File: config.mk
export PLATFORM = sky130hd
export DESIGN_NAME = count_sequence_monitor_flat
export DESIGN_NICKNAME = d
export VERILOG_FILES = /design/src/rtl/count_sequence_monitor_pkg.sv /design/src/rtl/count_sequence_monitor_if.sv /design/src/rtl/count_sequence_monitor_step_classifier.sv /design/src/rtl/count_sequence_monitor.sv /design/src/flat_wrapper.sv
export SDC_FILE = /design/constraint.sdc
export NUM_CORES = 1
export LEC_CHECK = 0
export CAP_MARGIN = 20
export CORE_MARGIN = 2
export CORE_UTILIZATION = 50
export CTS_CLUSTER_SIZE = 25
export DETAILED_ROUTE_END_ITERATION = 7
export PLACE_DENSITY = 0.81
export SETUP_SLACK_MARGIN = 0.15
export SKIP_LAST_GASP = 1
export SYNTH_ARGS = -nofsm -noshare
export SYNTH_HDL_FRONTEND = slang
export SYNTH_SLANG_ARGS = --single-unit
File: constraint.sdc
create_clock -name C -period 5 [get_ports C]
set_input_delay 0.5 -clock C [delete_from_list [all_inputs] [get_ports C]]
set_output_delay 0.5 -clock C [all_outputs]
set_load 0.01 [all_outputs]
File: src/rtl/count_sequence_monitor_pkg.sv
// Shared types for the count sequence monitor.
// FSM state encoding and step classes.
package count_sequence_monitor_pkg;

  typedef enum logic [1:0] {
    ST_ACQ    = 2'd0,
    ST_SYNC   = 2'd1,
    ST_LOCKED = 2'd2,
    ST_FAULT  = 2'd3
  } state_e;

  typedef enum logic [1:0] {
    STEP_HOLD = 2'd0,
    STEP_INC  = 2'd1,
    STEP_DEC  = 2'd2,
    STEP_BAD  = 2'd3
  } step_e;

  localparam int RUN_W = 4;

  function automatic logic is_move(step_e s);
    return (s == STEP_INC) || (s == STEP_DEC);
  endfunction

endpackage

File: src/rtl/count_sequence_monitor_if.sv
// Observed counter bus plus recovered status.
// master drives CLR/Q, slave is the monitor.
interface count_sequence_monitor_if #(
  parameter int WIDTH  = 4,
  parameter int WRAP_W = 8
);

  logic              CLR;
  logic [WIDTH-1:0]  Q;
  logic              DIR;
  logic              LOCK;
  logic              HELD;
  logic              ERR;
  logic [WRAP_W-1:0] WRAPS;

  modport master (
    output CLR,
    output Q,
    input  DIR,
    input  LOCK,
    input  HELD,
    input  ERR,
    input  WRAPS
  );

  modport slave (
    input  CLR,
    input  Q,
    output DIR,
    output LOCK,
    output HELD,
    output ERR,
    output WRAPS
  );

endinterface

File: src/rtl/count_sequence_monitor_step_classifier.sv
// Classifies one counter step from prev to q,
// modulo 2^WIDTH.
module count_sequence_monitor_step_classifier
  import count_sequence_monitor_pkg::*;
#(
  parameter int WIDTH = 4
) (
  input  logic [WIDTH-1:0] prev,
  input  logic [WIDTH-1:0] q,
  output step_e            step
);

  localparam logic [WIDTH-1:0] ONE = WIDTH'(1);

  logic [WIDTH-1:0] delta;

  always_comb begin
    delta = q - prev;
    step  = STEP_BAD;
    unique case (1'b1)
      (delta == '0):  step = STEP_HOLD;
      (delta == ONE): step = STEP_INC;
      (delta == '1):  step = STEP_DEC;
      default:        step = STEP_BAD;
    endcase
  end

endmodule

File: src/rtl/count_sequence_monitor.sv
// Checker for a WIDTH-bit up/down counter bus:
// recovers direction/hold, locks, faults, counts wraps.
module count_sequence_monitor
  import count_sequence_monitor_pkg::*;
#(
  parameter int WIDTH      = 4,
  parameter int LOCK_STEPS = 3,
  parameter int WRAP_W     = 8
) (
  input  logic                    C,
  input  logic                    R,
  count_sequence_monitor_if.slave bus
);

  localparam logic [RUN_W-1:0] RUN_MAX = RUN_W'(LOCK_STEPS);
  localparam logic [RUN_W-1:0] RUN_ONE = RUN_W'(1);

  state_e             state_q, state_d;
  logic [WIDTH-1:0]   prev_q, prev_d;
  logic [RUN_W-1:0]   run_q, run_d;
  logic               dir_q, dir_d;
  logic               held_q, held_d;
  logic               lock_q, lock_d;
  logic               err_q, err_d;
  logic [WRAP_W-1:0]  wraps_q, wraps_d;

  step_e              step;
  logic               mv;
  logic               mv_dec;
  logic               hold;
  logic               wrap;
  logic               wrap_en;
  logic [RUN_W-1:0]   run_inc;

  count_sequence_monitor_step_classifier #(
    .WIDTH (WIDTH)
  ) u_cls (
    .prev (prev_q),
    .q    (bus.Q),
    .step (step)
  );

  assign mv     = is_move(step);
  assign mv_dec = (step == STEP_DEC);
  assign hold   = (step == STEP_HOLD);
  assign wrap   = ((step == STEP_INC) && (prev_q == '1))
               || ((step == STEP_DEC) && (prev_q == '0));
  assign run_inc = (run_q >= RUN_MAX) ? RUN_MAX
                                      : run_q + RUN_ONE;

  always_comb begin
    state_d = state_q;
    prev_d  = prev_q;
    run_d   = run_q;
    dir_d   = dir_q;
    held_d  = held_q;
    wraps_d = wraps_q;
    wrap_en = 1'b0;
    if (bus.CLR) begin
      state_d = ST_ACQ;
      run_d   = '0;
      held_d  = 1'b0;
    end else begin
      prev_d = bus.Q;
      unique case (state_q)
        ST_ACQ: begin
          state_d = ST_SYNC;
          run_d   = '0;
        end
        ST_SYNC: begin
          held_d = hold;
          if (step == STEP_BAD) begin
            run_d = '0;
          end else if (mv) begin
            // an opposite step restarts the run in the new direction
            if (run_q == '0 || mv_dec == dir_q) begin
              run_d = run_inc;
            end else begin
              run_d = RUN_ONE;
            end
            dir_d = mv_dec;
            if (run_d == RUN_MAX) begin
              state_d = ST_LOCKED;
              wrap_en = 1'b1;
            end
          end
        end
        ST_LOCKED: begin
          held_d = hold;
          if (step == STEP_BAD) begin
            state_d = ST_FAULT;
          end else if (mv) begin
            // reversal is legal only straight after a hold
            if (mv_dec == dir_q || held_q) begin
              dir_d   = mv_dec;
              wrap_en = 1'b1;
            end else begin
              state_d = ST_FAULT;
            end
          end
        end
        default: begin
          held_d = hold;
        end
      endcase
      if (wrap_en && wrap && wraps_q != '1) begin
        wraps_d = wraps_q + WRAP_W'(1);
      end
    end
  end

  assign lock_d = (state_d == ST_LOCKED);
  assign err_d  = (state_d == ST_FAULT);

  always_ff @(posedge C) begin
    if (R) begin
      state_q <= ST_ACQ;
      prev_q  <= '0;
      run_q   <= '0;
      dir_q   <= 1'b0;
      held_q  <= 1'b0;
      lock_q  <= 1'b0;
      err_q   <= 1'b0;
      wraps_q <= '0;
    end else begin
      state_q <= state_d;
      prev_q  <= prev_d;
      run_q   <= run_d;
      dir_q   <= dir_d;
      held_q  <= held_d;
      lock_q  <= lock_d;
      err_q   <= err_d;
      wraps_q <= wraps_d;
    end
  end

  assign bus.DIR   = dir_q;
  assign bus.LOCK  = lock_q;
  assign bus.HELD  = held_q;
  assign bus.ERR   = err_q;
  assign bus.WRAPS = wraps_q;

endmodule
File: src/flat_wrapper.sv
// flat-port wrapper written by rule: the top's interface ports become plain ports
module count_sequence_monitor_flat import count_sequence_monitor_pkg::*;
#(
  parameter int WIDTH      = 4,
  parameter int LOCK_STEPS = 3,
  parameter int WRAP_W     = 8
)
  (C, R, bus_CLR, bus_Q, bus_DIR, bus_LOCK, bus_HELD, bus_ERR, bus_WRAPS);
  count_sequence_monitor_if #(.WIDTH(WIDTH), .WRAP_W(WRAP_W)) bus_i ();
  input  logic C;
  input  logic R;
  input wire logic [$bits(bus_i.CLR)-1:0] bus_CLR;
  input wire logic [$bits(bus_i.Q)-1:0] bus_Q;
  output wire logic [$bits(bus_i.DIR)-1:0] bus_DIR;
  output wire logic [$bits(bus_i.LOCK)-1:0] bus_LOCK;
  output wire logic [$bits(bus_i.HELD)-1:0] bus_HELD;
  output wire logic [$bits(bus_i.ERR)-1:0] bus_ERR;
  output wire logic [$bits(bus_i.WRAPS)-1:0] bus_WRAPS;
  assign bus_i.CLR = bus_CLR;
  assign bus_i.Q = bus_Q;
  assign bus_DIR = bus_i.DIR;
  assign bus_LOCK = bus_i.LOCK;
  assign bus_HELD = bus_i.HELD;
  assign bus_ERR = bus_i.ERR;
  assign bus_WRAPS = bus_i.WRAPS;
  count_sequence_monitor #(.WIDTH(WIDTH), .LOCK_STEPS(LOCK_STEPS), .WRAP_W(WRAP_W)) u_core (.C(C), .R(R), .bus(bus_i));
endmodule
==> results.sh, run 1 <==
export IMPL_cp_startpoint="bus_Q[1]"
export IMPL_yosys_top_cells_count="dfxtp_1 (22), nor2_1 (16), ha_1 (14), inv_1 (14), a21oi_1 (11)"
export IMPL_cp_start_kind="primary input"
export IMPL_tightestPinTransition_ns=0.671
export IMPL_critPathArrivalTime_ns=4.53
export IMPL_portBuffers=18
export IMPL_worst_slack_ns=0.702
export IMPL_max_cap_viol_count=0
export IMPL_synth_avg_cell_area_sq_um=9.00
export IMPL_hp_start="u_core.run_q[2]$_SDFFE_PP0P_"
export IMPL_final_period_utilization_pct=86.0
export IMPL_gr_usage_met2_pct=36.8
export IMPL_relSlewSlack_pct=55.1
export IMPL_yosysUniqueCellTypes=54
export IMPL_clock_skew_ns=0.00305
export IMPL_track_usage_pct=20.7
export IMPL_ys_top_cells_by_area="dfxtp_1 (29%), ha_1 (12%), o31ai_1 (4.4%)"
export IMPL_synth_edf_count=0
export IMPL_die_w_um=59.1
export IMPL_synth_top_area_share_pct=29.0
export IMPL_initial_utilization_pct=51.1
export IMPL_drcViolationCount=0
export IMPL_outcome="finished, final reports clean"
export IMPL_first_pass_iters=4
export IMPL_grt_use_met1_pct=25.2
export IMPL_setup_viol=0
export IMPL_postRouteWirelength_um=3270
export IMPL_grtUsageMet3_pct=3.71
export IMPL_wl_per_cell_um=14.9
export IMPL_core_region_area_sq_mm=0.00298
export IMPL_reg2reg_depth=13
export IMPL_grt_pass1_vias=1329
export IMPL_end_kind="flip-flop"
export IMPL_overflow=0
export IMPL_yosys_area_top_type="dfxtp_1"
export IMPL_synthArstFlopShare_pct=0
export IMPL_clkSinkCount=22
export IMPL_synth_top_flop_cell="dfxtp_1"
export IMPL_vias_per_cell=6.07
export IMPL_worstSkewPairLatency_ns=0.30
export IMPL_ys_warn_count=0
export IMPL_path_clk_slew_ns=0.12
export IMPL_rsz0062_at_grt="false"
export IMPL_drt_iter0_markers=53
export IMPL_critical_path_peak_fanout=12
export IMPL_min_to="u_core.run_q[2]$_SDFFE_PP0P_"
export IMPL_cts_hold_buf=0
export IMPL_ys_ff_latch=22
export IMPL_syn2layout_area_growth_pct=13.7
export IMPL_place_congestion=0.838
export IMPL_drive_gt1_share_pct=8.56
export IMPL_r2r_start="u_core.prev_q[2]$_SDFFE_PP0N_"
export IMPL_timing_worst_setup_path_type="primary input to flip-flop"
export IMPL_p_leak_nw=0.618
export IMPL_finalMaxSlewViolations=0
export IMPL_grt_pass1_wl_um=5730
export IMPL_cts_tree="yes"
export IMPL_ir_drop_mv=0.134
export IMPL_vias=1336
export IMPL_antenna_found_initial=0
export IMPL_netlist_area_sq_mm=0.00152
export IMPL_finalHoldViolCount=0
export IMPL_place_ws_ns=0.397
export IMPL_powerDensity_mw_per_mm2=199
export IMPL_core_rowCount=20
export IMPL_max_freq_mhz=233
export IMPL_syn_instance_count=169
export IMPL_reg2reg_slack_ns=0.95
export IMPL_nets=210
export IMPL_die_area_sq_mm=0.00350
export IMPL_antenna_left=0
export IMPL_hp_class="flip-flop to flip-flop"
export IMPL_grt_max_degree=20
export IMPL_grt_busiest_layer="met2"
export IMPL_yosysMostFrequentCell="dfxtp_1"
export IMPL_cts_resized=0
export IMPL_tns_ns=0
export IMPL_crit_required_ns=5.23
export IMPL_antenna_cells=0
export IMPL_layout_min_cycle_time_ns=4.30
export IMPL_clockBufferDepth=2
export IMPL_yosysSeqAreaShare_pct=29.0
export IMPL_die_h_um=59.1
export IMPL_worstHoldPathCells=1
export IMPL_cts_buffers=3
export IMPL_rr_endpoint="u_core.bus.WRAPS[4]$_SDFFE_PP0P_"
export IMPL_ioPinCount=19
export IMPL_cts_max_level=1
export IMPL_syn_nets=191
export IMPL_root_buffer="clkbuf_4"
export IMPL_post_cts_buffers=0
export IMPL_dpl_hpwl_um=2470
per-stage QoR:
step                hold slack (ns)  util (%)  instances  instance area, sq um  power [mW]
global route                  0.522      58.0        220                  1730       0.359
CTS                           0.507      57.8        219                  1720       0.345
global placement              0.480      56.6        215                  1680       0.245
finish                        0.507      58.0        220                  1730       0.343
floorplan                     0.462         -        169                  1520       0.233
detailed placement            0.483      56.6        215                  1680       0.248
per-layer routing:
metal,wire length [um],up-vias
li1,-,664
met1,1490,621
met2,1600,51
met3,176,0
met4,0,0
met5,0,-
sequential cells by signal, indices dropped and copies added (netlist names):
name              count
u_core.bus.LOCK       1
u_core.bus.WRAPS      8
u_core.bus.ERR        1
u_core.run_q          4
u_core.state_q        2
u_core.prev_q         4
u_core.bus.HELD       1
u_core.bus.DIR        1
worst max-delay path, stage by stage:
cell and delay [ns]:
clkdlybuf4s50_1 0.49, ha_1 0.35, and3b_1 0.20, o21ai_0 0.29, nand2_1 0.14, nor4_1 0.48
inv_1 0.15, ha_1 0.31, xnor2_4 0.25, o21ai_1 0.12, a2111o_1 0.57, or4_1 0.51
a21oi_1 0.16
report_power, final:
group          total, mW  leakage, nW  internal, mW  switching, mW
clock             0.0968       0.0210        0.0444         0.0524
sequential         0.181        0.178         0.178        0.00323
combinational     0.0655        0.418        0.0265         0.0390
total              0.343        0.618         0.249         0.0947
area by class of cell:
type                    instances  area (sq um)
fillers                       265          1250
multi-input cells             128           970
flip-flops and latches         22           440
repair buffers                 19           188
inverters                      14          52.6
well taps                      33          41.3
clock buffers                   4          36.3
worst max-delay path by stage:
stage                     depth (start not counted)  slack [ns]                               end
final                                            13        0.70  u_core.bus.WRAPS[4]$_SDFFE_PP0P_
after global routing                             13        0.43  u_core.bus.WRAPS[6]$_SDFFE_PP0P_
after CTS                                        11        0.71       u_core.bus.DIR$_SDFFE_PP0P_
after detailed placement                         11        0.40       u_core.bus.DIR$_SDFFE_PP0P_
after global placement                           11        0.64       u_core.bus.DIR$_SDFFE_PP0P_
after floorplan                                  13        1.34  u_core.bus.WRAPS[4]$_SDFFE_PP0P_
cells by family (layout without fill, tap and decap cells):
| logic type | count (synthesis) | after routing | share of synthesized area, % |
|---|---|---|---|
| simple gates | 60 | 60 | 23.0 |
| compound gates | 42 | 42 | 19.6 |
| flops | 22 | 22 | 29.0 |
| buf+inv | 19 | 37 | 7.24 |
| fa+ha+maj | 15 | 15 | 12.8 |
| mux | 7 | 7 | 4.77 |
| xor+xnor | 4 | 4 | 3.54 |
cells in the final DEF, fill, tap and decap left out, types with 3 or more instances in the layout:
master / count
ha_1: 14
inv_1: 14
o31ai_1: 9
or4_1: 5
nand2_1: 4
mux2i_1: 5
nor2b_1: 4
clkbuf_4: 4
nor3_1: 4
nor2_1: 16
a21oi_1: 11
nand2b_1: 3
dfxtp_1: 22
nand3_1: 6
clkdlybuf4s50_1: 18
nor4_1: 3
(Power assumes the default switching activity.)
==> run 2: changes to the inputs <==
--- a/config.mk
+++ b/config.mk
@@ -5,7 +5,6 @@
 export SDC_FILE = /design/constraint.sdc
 export NUM_CORES = 1
 export LEC_CHECK = 0
-export CAP_MARGIN = 20
 export CORE_MARGIN = 2
 export CORE_UTILIZATION = 50
 export CTS_CLUSTER_SIZE = 25
==> run 2 against run 1 <==
Against the previous run:
- first-iteration DRC count shrank 32%
- combinational power shrank 1%
- non-clock buffer count shrank 1
==> results.sh, run 2 (synthesized netlist as in run 1, its figures left out) <==
export IMPL_cp_start_kind="primary input"
export IMPL_grt_max_degree=20
export IMPL_overflow=0
export IMPL_end_kind="flip-flop"
export IMPL_crit_required_ns=5.23
export IMPL_worst_slack_ns=0.609
export IMPL_relSlewSlack_pct=16.5
export IMPL_finalHoldViolCount=0
export IMPL_outcome="finished, final reports clean"
export IMPL_hp_class="flip-flop to flip-flop"
export IMPL_cts_resized=0
export IMPL_timing_worst_setup_path_type="primary input to flip-flop"
export IMPL_post_cts_buffers=0
export IMPL_place_ws_ns=0.397
export IMPL_cts_max_level=1
export IMPL_clockBufferDepth=2
export IMPL_nets=209
export IMPL_place_congestion=0.838
export IMPL_clock_skew_ns=0.000973
export IMPL_die_w_um=59.1
export IMPL_critical_path_peak_fanout=16
export IMPL_die_area_sq_mm=0.00350
export IMPL_wl_per_cell_um=14.9
export IMPL_regArea_sq_um=440
export IMPL_cts_hold_buf=0
export IMPL_final_period_utilization_pct=87.8
export IMPL_cpPeakStageDelay_ns=0.76
export IMPL_max_freq_mhz=228
export IMPL_worstSkewPairLatency_ns=0.30
export IMPL_fill_cells=265
export IMPL_dpl_hpwl_um=2470
export IMPL_final_cell_mix="dfxtp_1 (22), clkdlybuf4s50_1 (18), nor2_1 (16), inv_1 (14), ha_1 (14)"
export IMPL_vias_per_cell=6.15
export IMPL_cpMostUsedCell="ha_1"
export IMPL_tns_ns=0
export IMPL_finalMaxSlewViolations=0
export IMPL_ir_drop_mv=0.134
export IMPL_grt_pass1_vias=1329
export IMPL_antenna_cells=0
export IMPL_layout_min_cycle_time_ns=4.39
export IMPL_drive_gt1_share_pct=8.06
export IMPL_dp_cells=215
export IMPL_largest_reg_flops=8
export IMPL_worst_path_buf_inv=1
export IMPL_die_h_um=59.1
export IMPL_p_int_uw=248
export IMPL_postRouteWirelength_um=3260
export IMPL_vias=1347
export IMPL_core_region_area_sq_mm=0.00298
export IMPL_antenna_found_initial=0
export IMPL_cp_slowest_cell="or4b_2"
export IMPL_p_switching_uw=94.1
export IMPL_first_pass_iters=4
export IMPL_drt_iter0_markers=36
export IMPL_grt_pass1_wl_um=5730
export IMPL_p_leak_nw=0.613
export IMPL_final_common_cell="dfxtp_1"
export IMPL_track_usage_pct=20.7
export IMPL_clkSinkCount=22
export IMPL_clkPwrFrac_pct=28.2
export IMPL_setup_viol=0
export IMPL_antenna_left=0
export IMPL_powerDensity_mw_per_mm2=199
export IMPL_path_clk_slew_ns=0.12
export IMPL_multi_input_area_sq_um=970
export IMPL_portBuffers=18
export IMPL_critPathArrivalTime_ns=4.62
export IMPL_initial_utilization_pct=51.1
export IMPL_reg2reg_slack_ns=0.84
export IMPL_path_delay_family="simple AND/OR/NAND/NOR gates"
export IMPL_drcViolationCount=0
export IMPL_fin_cells=219
export IMPL_rsz0062_at_grt="false"
export IMPL_tightestPinTransition_ns=1.25
export IMPL_cts_buffers=3
export IMPL_root_buffer="clkbuf_4"
export IMPL_swShare_pct=27.5
export IMPL_max_cap_viol_count=0
export IMPL_seq_power_share_pct=52.9
export IMPL_ioPinCount=19
export IMPL_core_rowCount=20
export IMPL_combPwrFrac_pct=18.9
export IMPL_crit_chain="clkdlybuf4s50_1 > ha_1 > and3b_1 > o21ai_0 > nand2_1 > nor4_1 > ha_1 > nor4b_1 > a31oi_1 > or4b_2 > a21oi_1"
export IMPL_syn2layout_area_growth_pct=13.2
export IMPL_cts_tree="yes"
run 2: cell count changes in the layout (fill, tap and decap cells not counted):
cell,before,now
clkbuf_4,4,3
run 2: final cells by class:
class / instances / area share, %
Clock buffer: 4 / 2.11
Inverter: 14 / 3.05
Multi-Input combinational cell: 128 / 56.4
Sequential cell: 22 / 25.6
Tap cell: 33 / 2.40
Timing Repair Buffer: 18 / 10.5
run 2: path summary, 6_finish.rpt:
path	endpoint	startpoint	cells past startpoint
hold / removal	u_core.run_q[2]$_SDFFE_PP0P_	u_core.run_q[2]$_SDFFE_PP0P_	1
hold reg to reg	u_core.run_q[2]$_SDFFE_PP0P_	u_core.run_q[2]$_SDFFE_PP0P_	1
setup / recovery	u_core.bus.DIR$_SDFFE_PP0P_	bus_Q[1]	11
setup reg to reg	u_core.bus.DIR$_SDFFE_PP0P_	u_core.prev_q[2]$_SDFFE_PP0N_	11
run 2: power by group through the flow:
stage,Sequential (mW),Combinational (mW),Clock (mW)
5_1_grt,0.181,0.0718,0.106
6_report,0.181,0.0647,0.0965
3_3_place_gp,0.185,0.0602,0
3_5_place_dp,0.185,0.0629,0
4_1_cts,0.181,0.0635,0.101
2_1_floorplan,0.184,0.0490,0
run 2: per-layer routing:
layer  global-route usage [%]  share of wire [%]  up-vias
met3                     3.71                6.0        0
met2                     36.8                 50       53
met4                     6.82                  0        0
li1                         -                  -      663
met5                        0                  0        -
met1                     25.2                 44      631
run 2: per-stage QoR:
step | hold slack (ns) | util (%) | instance area [sq um] | power, mW
finish | 0.507 | 57.8 | 1720 | 0.342
global route | 0.522 | 57.8 | 1720 | 0.359
CTS | 0.507 | 57.8 | 1720 | 0.345
detailed placement | 0.483 | 56.6 | 1680 | 0.248
global placement | 0.480 | 56.6 | 1680 | 0.245
floorplan | 0.462 | - | 1520 | 0.233
